===== config.mk =====
export PLATFORM = sky130hd
export DESIGN_NAME = mips_mc_controller
export DESIGN_NICKNAME = d
export VERILOG_FILES = /design/src/rtl/mips_mc_controller.sv
export SDC_FILE = /design/constraint.sdc
export NUM_CORES = 1
export LEC_CHECK = 0
export CORE_MARGIN = 4
export CORE_UTILIZATION = 30
export CTS_CLUSTER_SIZE = 16
export DETAILED_ROUTE_END_ITERATION = 12
export GPL_TIMING_DRIVEN = 0
export SLEW_MARGIN = 25
export SYNTH_ARGS = -nofsm -noshare
export SYNTH_HDL_FRONTEND = slang
export SYNTH_SLANG_ARGS = --single-unit

===== constraint.sdc =====
create_clock -name clk -period 4 [get_ports clk]
set_input_delay 0.8 -clock clk [delete_from_list [all_inputs] [get_ports clk]]
set_output_delay 0.8 -clock clk [all_outputs]
set_load 0.01 [all_outputs]

===== src/rtl/mips_mc_controller.sv =====
// mips_mc_controller
//   Multi-cycle control unit for the MIPS datapath. Each instruction is
//   sequenced through FETCH / DECODE / EXEC / MEM / WB. All datapath controls
//   are decoded combinationally from the current state, the instruction held
//   in IR and the ALU zero flag. A retired-instruction counter is kept for
//   bring-up.
//
// Ports
//   clk          system clock, rising edge
//   rst          asynchronous reset, active-high
//   inst         current instruction (IR contents)
//   zero         ALU zero flag, meaningful in EXEC
//   pcWrite      PC load strobe
//   irWrite      IR load strobe (FETCH only)
//   regWrite     register file write enable
//   memRead      data memory read
//   memWrite     data memory write
//   ALUOperation 0=ADD 1=SUB 2=AND 3=OR 4=SLT
//   sm1          write-addr select: 0=rt 1=rd 2=R31
//   sm2          write-data select: 0=pc4 1=memAlu
//   sm3          ALU B select: 0=r2 1=sign-ext imm
//   sm4          memAlu select: 0=memData 1=aluOut
//   sm5          next-PC select: 0=pc4 1=branch 2=jump 3=r1
//   illegal      one-cycle pulse in DECODE for an undecodable instruction
//   retired      count of completed instructions (wraps)
`timescale 1ns / 1ps

module mips_mc_controller #(
   parameter int CNT_W = 32
) (
   input  logic             clk,
   input  logic             rst,
   input  logic [31:0]      inst,
   input  logic             zero,
   output logic             pcWrite,
   output logic             irWrite,
   output logic             regWrite,
   output logic             memRead,
   output logic             memWrite,
   output logic [4:0]       ALUOperation,
   output logic [1:0]       sm1,
   output logic [1:0]       sm2,
   output logic [1:0]       sm3,
   output logic [1:0]       sm4,
   output logic [1:0]       sm5,
   output logic             illegal,
   output logic [CNT_W-1:0] retired
);

   localparam logic [4:0] ALU_ADD = 5'd0;
   localparam logic [4:0] ALU_SUB = 5'd1;
   localparam logic [4:0] ALU_AND = 5'd2;
   localparam logic [4:0] ALU_OR  = 5'd3;
   localparam logic [4:0] ALU_SLT = 5'd4;

   localparam logic [5:0] OP_RTYPE = 6'h00;
   localparam logic [5:0] OP_J     = 6'h02;
   localparam logic [5:0] OP_JAL   = 6'h03;
   localparam logic [5:0] OP_BEQ   = 6'h04;
   localparam logic [5:0] OP_BNE   = 6'h05;
   localparam logic [5:0] OP_ADDI  = 6'h08;
   localparam logic [5:0] OP_SLTI  = 6'h0A;
   localparam logic [5:0] OP_LW    = 6'h23;
   localparam logic [5:0] OP_SW    = 6'h2B;

   localparam logic [5:0] FN_JR  = 6'h08;
   localparam logic [5:0] FN_ADD = 6'h20;
   localparam logic [5:0] FN_SUB = 6'h22;
   localparam logic [5:0] FN_AND = 6'h24;
   localparam logic [5:0] FN_OR  = 6'h25;
   localparam logic [5:0] FN_SLT = 6'h2A;

   localparam logic [1:0] WA_RT  = 2'd0;
   localparam logic [1:0] WA_RD  = 2'd1;
   localparam logic [1:0] WA_R31 = 2'd2;

   localparam logic [1:0] WD_PC4    = 2'd0;
   localparam logic [1:0] WD_MEMALU = 2'd1;

   localparam logic [1:0] ALUB_REG = 2'd0;
   localparam logic [1:0] ALUB_IMM = 2'd1;

   localparam logic [1:0] MA_MEM = 2'd0;
   localparam logic [1:0] MA_ALU = 2'd1;

   localparam logic [1:0] NPC_PC4    = 2'd0;
   localparam logic [1:0] NPC_BRANCH = 2'd1;
   localparam logic [1:0] NPC_JUMP   = 2'd2;
   localparam logic [1:0] NPC_R1     = 2'd3;

   typedef enum logic [2:0] {
      S_FETCH  = 3'd0,
      S_DECODE = 3'd1,
      S_EXEC   = 3'd2,
      S_MEM    = 3'd3,
      S_WB     = 3'd4
   } state_t;

   state_t           state_q, state_d;
   logic [CNT_W-1:0] retired_q, retired_d;
   logic             retire;

   logic [5:0] opcode;
   logic [5:0] funct;
   logic       is_rtype, is_ralu, is_jr, is_imm, is_lw, is_sw;
   logic       is_beq, is_bne, is_j, is_jal, is_multi;
   logic [4:0] r_alu_op, imm_alu_op;
   logic       unused_inst_bits;

   assign opcode = inst[31:26];
   assign funct  = inst[5:0];
   // Register/immediate/target fields are consumed by the datapath only.
   assign unused_inst_bits = ^inst[25:6];

   // Instruction classification
   always_comb begin
      is_rtype = (opcode == OP_RTYPE);
      is_ralu  = 1'b0;
      r_alu_op = ALU_ADD;
      case (funct)
         FN_ADD:  begin r_alu_op = ALU_ADD; is_ralu = is_rtype; end
         FN_SUB:  begin r_alu_op = ALU_SUB; is_ralu = is_rtype; end
         FN_AND:  begin r_alu_op = ALU_AND; is_ralu = is_rtype; end
         FN_OR:   begin r_alu_op = ALU_OR;  is_ralu = is_rtype; end
         FN_SLT:  begin r_alu_op = ALU_SLT; is_ralu = is_rtype; end
         default: begin r_alu_op = ALU_ADD; is_ralu = 1'b0;     end
      endcase
      is_jr      = is_rtype && (funct == FN_JR);
      is_imm     = (opcode == OP_ADDI) || (opcode == OP_SLTI);
      imm_alu_op = (opcode == OP_SLTI) ? ALU_SLT : ALU_ADD;
      is_lw      = (opcode == OP_LW);
      is_sw      = (opcode == OP_SW);
      is_beq     = (opcode == OP_BEQ);
      is_bne     = (opcode == OP_BNE);
      is_j       = (opcode == OP_J);
      is_jal     = (opcode == OP_JAL);
      // Instructions that continue past DECODE into EXEC
      is_multi   = is_ralu | is_imm | is_lw | is_sw | is_beq | is_bne;
   end

   // Next-state and output decode
   always_comb begin
      state_d      = state_q;
      retire       = 1'b0;
      pcWrite      = 1'b0;
      irWrite      = 1'b0;
      regWrite     = 1'b0;
      memRead      = 1'b0;
      memWrite     = 1'b0;
      ALUOperation = ALU_ADD;
      sm1          = WA_RT;
      sm2          = WD_PC4;
      sm3          = ALUB_REG;
      sm4          = MA_MEM;
      sm5          = NPC_PC4;
      illegal      = 1'b0;

      case (state_q)
         S_FETCH: begin
            irWrite = 1'b1;
            state_d = S_DECODE;
         end

         S_DECODE: begin
            state_d = S_EXEC;
            if (is_jr) begin
               pcWrite = 1'b1;
               sm5     = NPC_R1;
               retire  = 1'b1;
               state_d = S_FETCH;
            end else if (is_j) begin
               pcWrite = 1'b1;
               sm5     = NPC_JUMP;
               retire  = 1'b1;
               state_d = S_FETCH;
            end else if (is_jal) begin
               pcWrite  = 1'b1;
               sm5      = NPC_JUMP;
               regWrite = 1'b1;
               sm1      = WA_R31;
               sm2      = WD_PC4;
               retire   = 1'b1;
               state_d  = S_FETCH;
            end else if (!is_multi) begin
               // Skip the instruction: advance PC, no architectural write.
               illegal = 1'b1;
               pcWrite = 1'b1;
               sm5     = NPC_PC4;
               state_d = S_FETCH;
            end
         end

         S_EXEC: begin
            state_d = S_FETCH;
            if (is_ralu) begin
               ALUOperation = r_alu_op;
               sm3          = ALUB_REG;
               state_d      = S_WB;
            end else if (is_imm) begin
               ALUOperation = imm_alu_op;
               sm3          = ALUB_IMM;
               state_d      = S_WB;
            end else if (is_lw || is_sw) begin
               ALUOperation = ALU_ADD;
               sm3          = ALUB_IMM;
               state_d      = S_MEM;
            end else if (is_beq || is_bne) begin
               ALUOperation = ALU_SUB;
               sm3          = ALUB_REG;
               pcWrite      = 1'b1;
               // Taken when zero matches the branch sense (beq: zero, bne: !zero).
               sm5          = (zero ^ is_bne) ? NPC_BRANCH : NPC_PC4;
               retire       = 1'b1;
            end
         end

         S_MEM: begin
            ALUOperation = ALU_ADD;
            sm3          = ALUB_IMM;
            state_d      = S_FETCH;
            if (is_lw) begin
               memRead = 1'b1;
               state_d = S_WB;
            end else if (is_sw) begin
               memWrite = 1'b1;
               pcWrite  = 1'b1;
               sm5      = NPC_PC4;
               retire   = 1'b1;
            end
         end

         S_WB: begin
            regWrite = 1'b1;
            sm2      = WD_MEMALU;
            pcWrite  = 1'b1;
            sm5      = NPC_PC4;
            retire   = 1'b1;
            state_d  = S_FETCH;
            if (is_ralu) begin
               ALUOperation = r_alu_op;
               sm3          = ALUB_REG;
               sm1          = WA_RD;
               sm4          = MA_ALU;
            end else if (is_imm) begin
               ALUOperation = imm_alu_op;
               sm3          = ALUB_IMM;
               sm1          = WA_RT;
               sm4          = MA_ALU;
            end else if (is_lw) begin
               ALUOperation = ALU_ADD;
               sm3          = ALUB_IMM;
               sm1          = WA_RT;
               sm4          = MA_MEM;
               memRead      = 1'b1;
            end
         end

         default: begin
            state_d = S_FETCH;
         end
      endcase
   end

   assign retired_d = retired_q + {{(CNT_W-1){1'b0}}, retire};

   always_ff @(posedge clk or posedge rst) begin
      if (rst) begin
         state_q   <= S_FETCH;
         retired_q <= '0;
      end else begin
         state_q   <= state_d;
         retired_q <= retired_d;
      end
   end

   assign retired = retired_q;

endmodule


==> results.sh <==
export IMPL_fmaxAchievable_mhz=257
export IMPL_setup_ws_ns=0.113
export IMPL_finalCritPeriodShare=0.972
export IMPL_fin_skew_ns=0.00490
export IMPL_crit_buf_inv=2
export IMPL_status="finished, final reports clean"
export IMPL_hold_buffers=0
export IMPL_synth_common_cells="dfrtp_1 (35), xnor2_1 (21), nand2_1 (18)"
export IMPL_grt_busiest_layer="met1"
export IMPL_drt_iter0_drc=32
export IMPL_maxSlewHeadroom=0.520
export IMPL_intPower_uw=589
export IMPL_areaGrowthSynthToFinish_pct=44.3
export IMPL_die_w_um=88.3
export IMPL_p_leak_nw=1.24
export IMPL_grt_pass1_wl_um=7180
export IMPL_place_ws_ns=-0.561
export IMPL_r2r_start="state_q[2]"
export IMPL_die_area_mm2=0.00780
export IMPL_yosysMostFrequentCell="dfrtp_1"
export IMPL_fin_crit_ns=3.89
export IMPL_crit_slowest_cell="or4_4"
export IMPL_synth_area_leaders="dfrtp_1 (45%), xnor2_1 (9.5%), xor2_1 (4.5%)"
export IMPL_drv_slew=0
export IMPL_use_met1=0.169
export IMPL_critPathArrivalTime_ns=3.09
export IMPL_p_sw_uw=218
export IMPL_yosysWarnings=0
export IMPL_syn_inst=193
export IMPL_vias=1626
export IMPL_cpPeakStageDelay_ns=0.56
export IMPL_nets=304
export IMPL_reg2reg_to="retired[28]"
export IMPL_hold_viol=0
export IMPL_num_rows=29
export IMPL_grt_max_degree=36
export IMPL_tightestPinTransition_ns=0.720
export IMPL_drive_gt1_frac=0.105
export IMPL_timing_critical_path_cells="clkdlybuf4s50_1 > or4_4 > nor3_4 > o2111ai_4 > and4bb_2 > clkdlybuf4s50_1"
export IMPL_p_total_uw=807
export IMPL_track_usage=0.116
export IMPL_combinationalPowerShare=0.206
export IMPL_crit_top_cell="clkdlybuf4s50_1"
export IMPL_regArea_um2=876
export IMPL_root_buffer="clkbuf_8"
export IMPL_start_util=0.307
export IMPL_worstPathRequired_ns=3.20
export IMPL_synth_edff_count=0
export IMPL_place_gp_congestion=0.760
export IMPL_netlist_area_leader_share=0.452
export IMPL_clockPowerShare=0.316
export IMPL_routedWlPerCell_um=12.5
export IMPL_cts_buffer_depth=2
export IMPL_hold_start="retired[31]"
export IMPL_ys_types=42
export IMPL_overflow=0
export IMPL_antenna_found_initial=0
export IMPL_grt_met3_usage=0.0391
export IMPL_synthFlopType="dfrtp_1"
export IMPL_num_io_pins=88
export IMPL_drc=0
export IMPL_setup_viol=0
export IMPL_hold_end="retired[31]"
export IMPL_netSwitchingFraction=0.270
export IMPL_hpwl_um=3300
export IMPL_clkTransAtPathRegs_ns=0.07
export IMPL_synth_area_mm2=0.00194
export IMPL_pwr_share_seq=0.478
export IMPL_critPathLaunchType="input port"
export IMPL_endpoint_kind="output port"
export IMPL_htree_levels=2
export IMPL_dr_pass1_iters=4
export IMPL_crit_type="in2out"
export IMPL_synth_area_per_cell_um2=10.0
export IMPL_insertion_delay_ns=0.28
export IMPL_fillCellCount=635
export IMPL_coreArea_mm2=0.00631
export IMPL_antenna_cells=0
export IMPL_cpLargestDelayFamily="simple AND/OR/NAND/NOR gates"
export IMPL_r2r_cells=11
export IMPL_wl_um=4310
export IMPL_grt_pass1_vias=1562
export IMPL_grtUsageMet2=0.166
export IMPL_clock_sinks=35
export IMPL_min_path_type="reg2reg"
export IMPL_synth_seq_area_share=0.452
export IMPL_dieHeight_um=88.3
export IMPL_ff2ff_setup_slack_ns=0.89
export IMPL_synth_area_leader_cell="dfrtp_1"
export IMPL_cts_buffers=5
export IMPL_ant_nets=0
export IMPL_path_max_fanout=7
export IMPL_ys_seq_elements=35
export IMPL_cts_tree="done"
export IMPL_io_buffer_count=62
export IMPL_vias_per_cell=4.73
export IMPL_synthArstFlopShare=1.00
export IMPL_cap_violations=0
export IMPL_pwr_density_cell_mw_per_mm2=289
export IMPL_hold_depth=1
export IMPL_multi_input_area_mm2=0.00103
export IMPL_ir_drop_mv=0.186
export IMPL_rsz0062_at_grt="false"
[layout make-up]
class	count	area share
buffer	7	0.0166
tap	77	0.0345
multi-input combinational	149	0.369
sequential	35	0.313
inverter	6	0.00806
timing repair buffer	63	0.227
clock buffer	6	0.0296
clock inverter	1	0.00179
[worst register-to-register path, stage by stage, from the launching register on]
cell and delay (ns):
dfrtp_1 0.46, nor3b_1 0.36, inv_1 0.09, or2_2 0.33
o21ai_0 0.21, ha_1 0.25, ha_1 0.22, nand3_2 0.16
nor4_4 0.37, and4_1 0.30, nand4_1 0.12, xnor2_1 0.14
[what timing repair did]
action                     4_1_cts  5_1_grt
resized for setup                2        6
setup endpoints to repair       10       12
pin swaps                        1        3
setup buffers                    0        1
[layer usage]
metal,share of wire,wire length [µm],vias up
li1,-,-,819
met1,0.49,2100,758
met2,0.44,1890,47
met3,0.067,287,2
met4,0.0044,19,0
met5,0,0,-
[power by group through the flow]
stage               logic (mW)  clock network (mW)  registers (mW)
floorplan               0.0779                   0           0.394
global placement         0.167                   0           0.392
detailed placement       0.168                   0           0.392
CTS                      0.169               0.264           0.386
global route             0.185               0.281           0.389
finish                   0.166               0.255           0.385
[metrics by stage]
step	TNS, ns	std cells	utilization	cell area, µm²	hold WS, ns
global route	0	344	0.443	2790	0.486
floorplan	0	197	-	1950	0.508
global placement	-3.90	336	0.423	2670	0.465
finish	0	344	0.443	2790	0.472
detailed placement	-4.08	336	0.423	2670	0.471
CTS	0	343	0.438	2760	0.480
[worst max path at each step]
stage          cells past startpoint     start  slack [ns]               to
6_report                           6  inst[28]        0.11  ALUOperation[1]
5_1_grt                            6  inst[28]      0.0001  ALUOperation[1]
4_1_cts                           14  inst[26]       0.006      retired[28]
3_5_place_dp                      14  inst[26]       -0.56      retired[30]
3_3_place_gp                      14  inst[26]       -0.56      retired[28]
2_1_floorplan                     10  inst[29]        0.57      retired[28]
[cell usage in the layout, fill, tap and decap left out, drive strengths merged, types with 2 or more instances in the layout]
cell type	netlist	layout
nor3b	4	4
nand2	19	19
and4	5	5
clkdlybuf4s50	0	58
xnor2	21	21
nor2	15	15
or3	2	2
buf	6	7
nand4	9	9
dlymetal6s2s	0	3
clkbuf	1	7
and3	4	4
xor2	10	10
dfrtp	35	35
inv	6	6
o21ai	6	6
conb	1	5
nor3	6	6
nand3	12	12
ha	2	2
nand2b	3	3
nor4	2	2
a21oi	6	6
nor2b	3	3
[registers in the layout, indices dropped and copies added (netlist names)]
| name | cells |
|---|---|
| state_q | 3 |
| retired | 32 |
[kinds of logic (layout without fill, tap and decap cells)]
kind of cell / Yosys count / count (layout) / synth area share
buffers and inverters: 13 / 83 / 0.0355
xor gates and xnor gates: 31 / 31 / 0.140
other: 1 / 5 / 0.00194
AOI/OAI and AO/OA: 21 / 21 / 0.0795
DFF: 35 / 35 / 0.452
and+or+nand+nor: 90 / 90 / 0.277
adders and majority gates: 2 / 2 / 0.0129
Power figures use the tool's default switching activity.
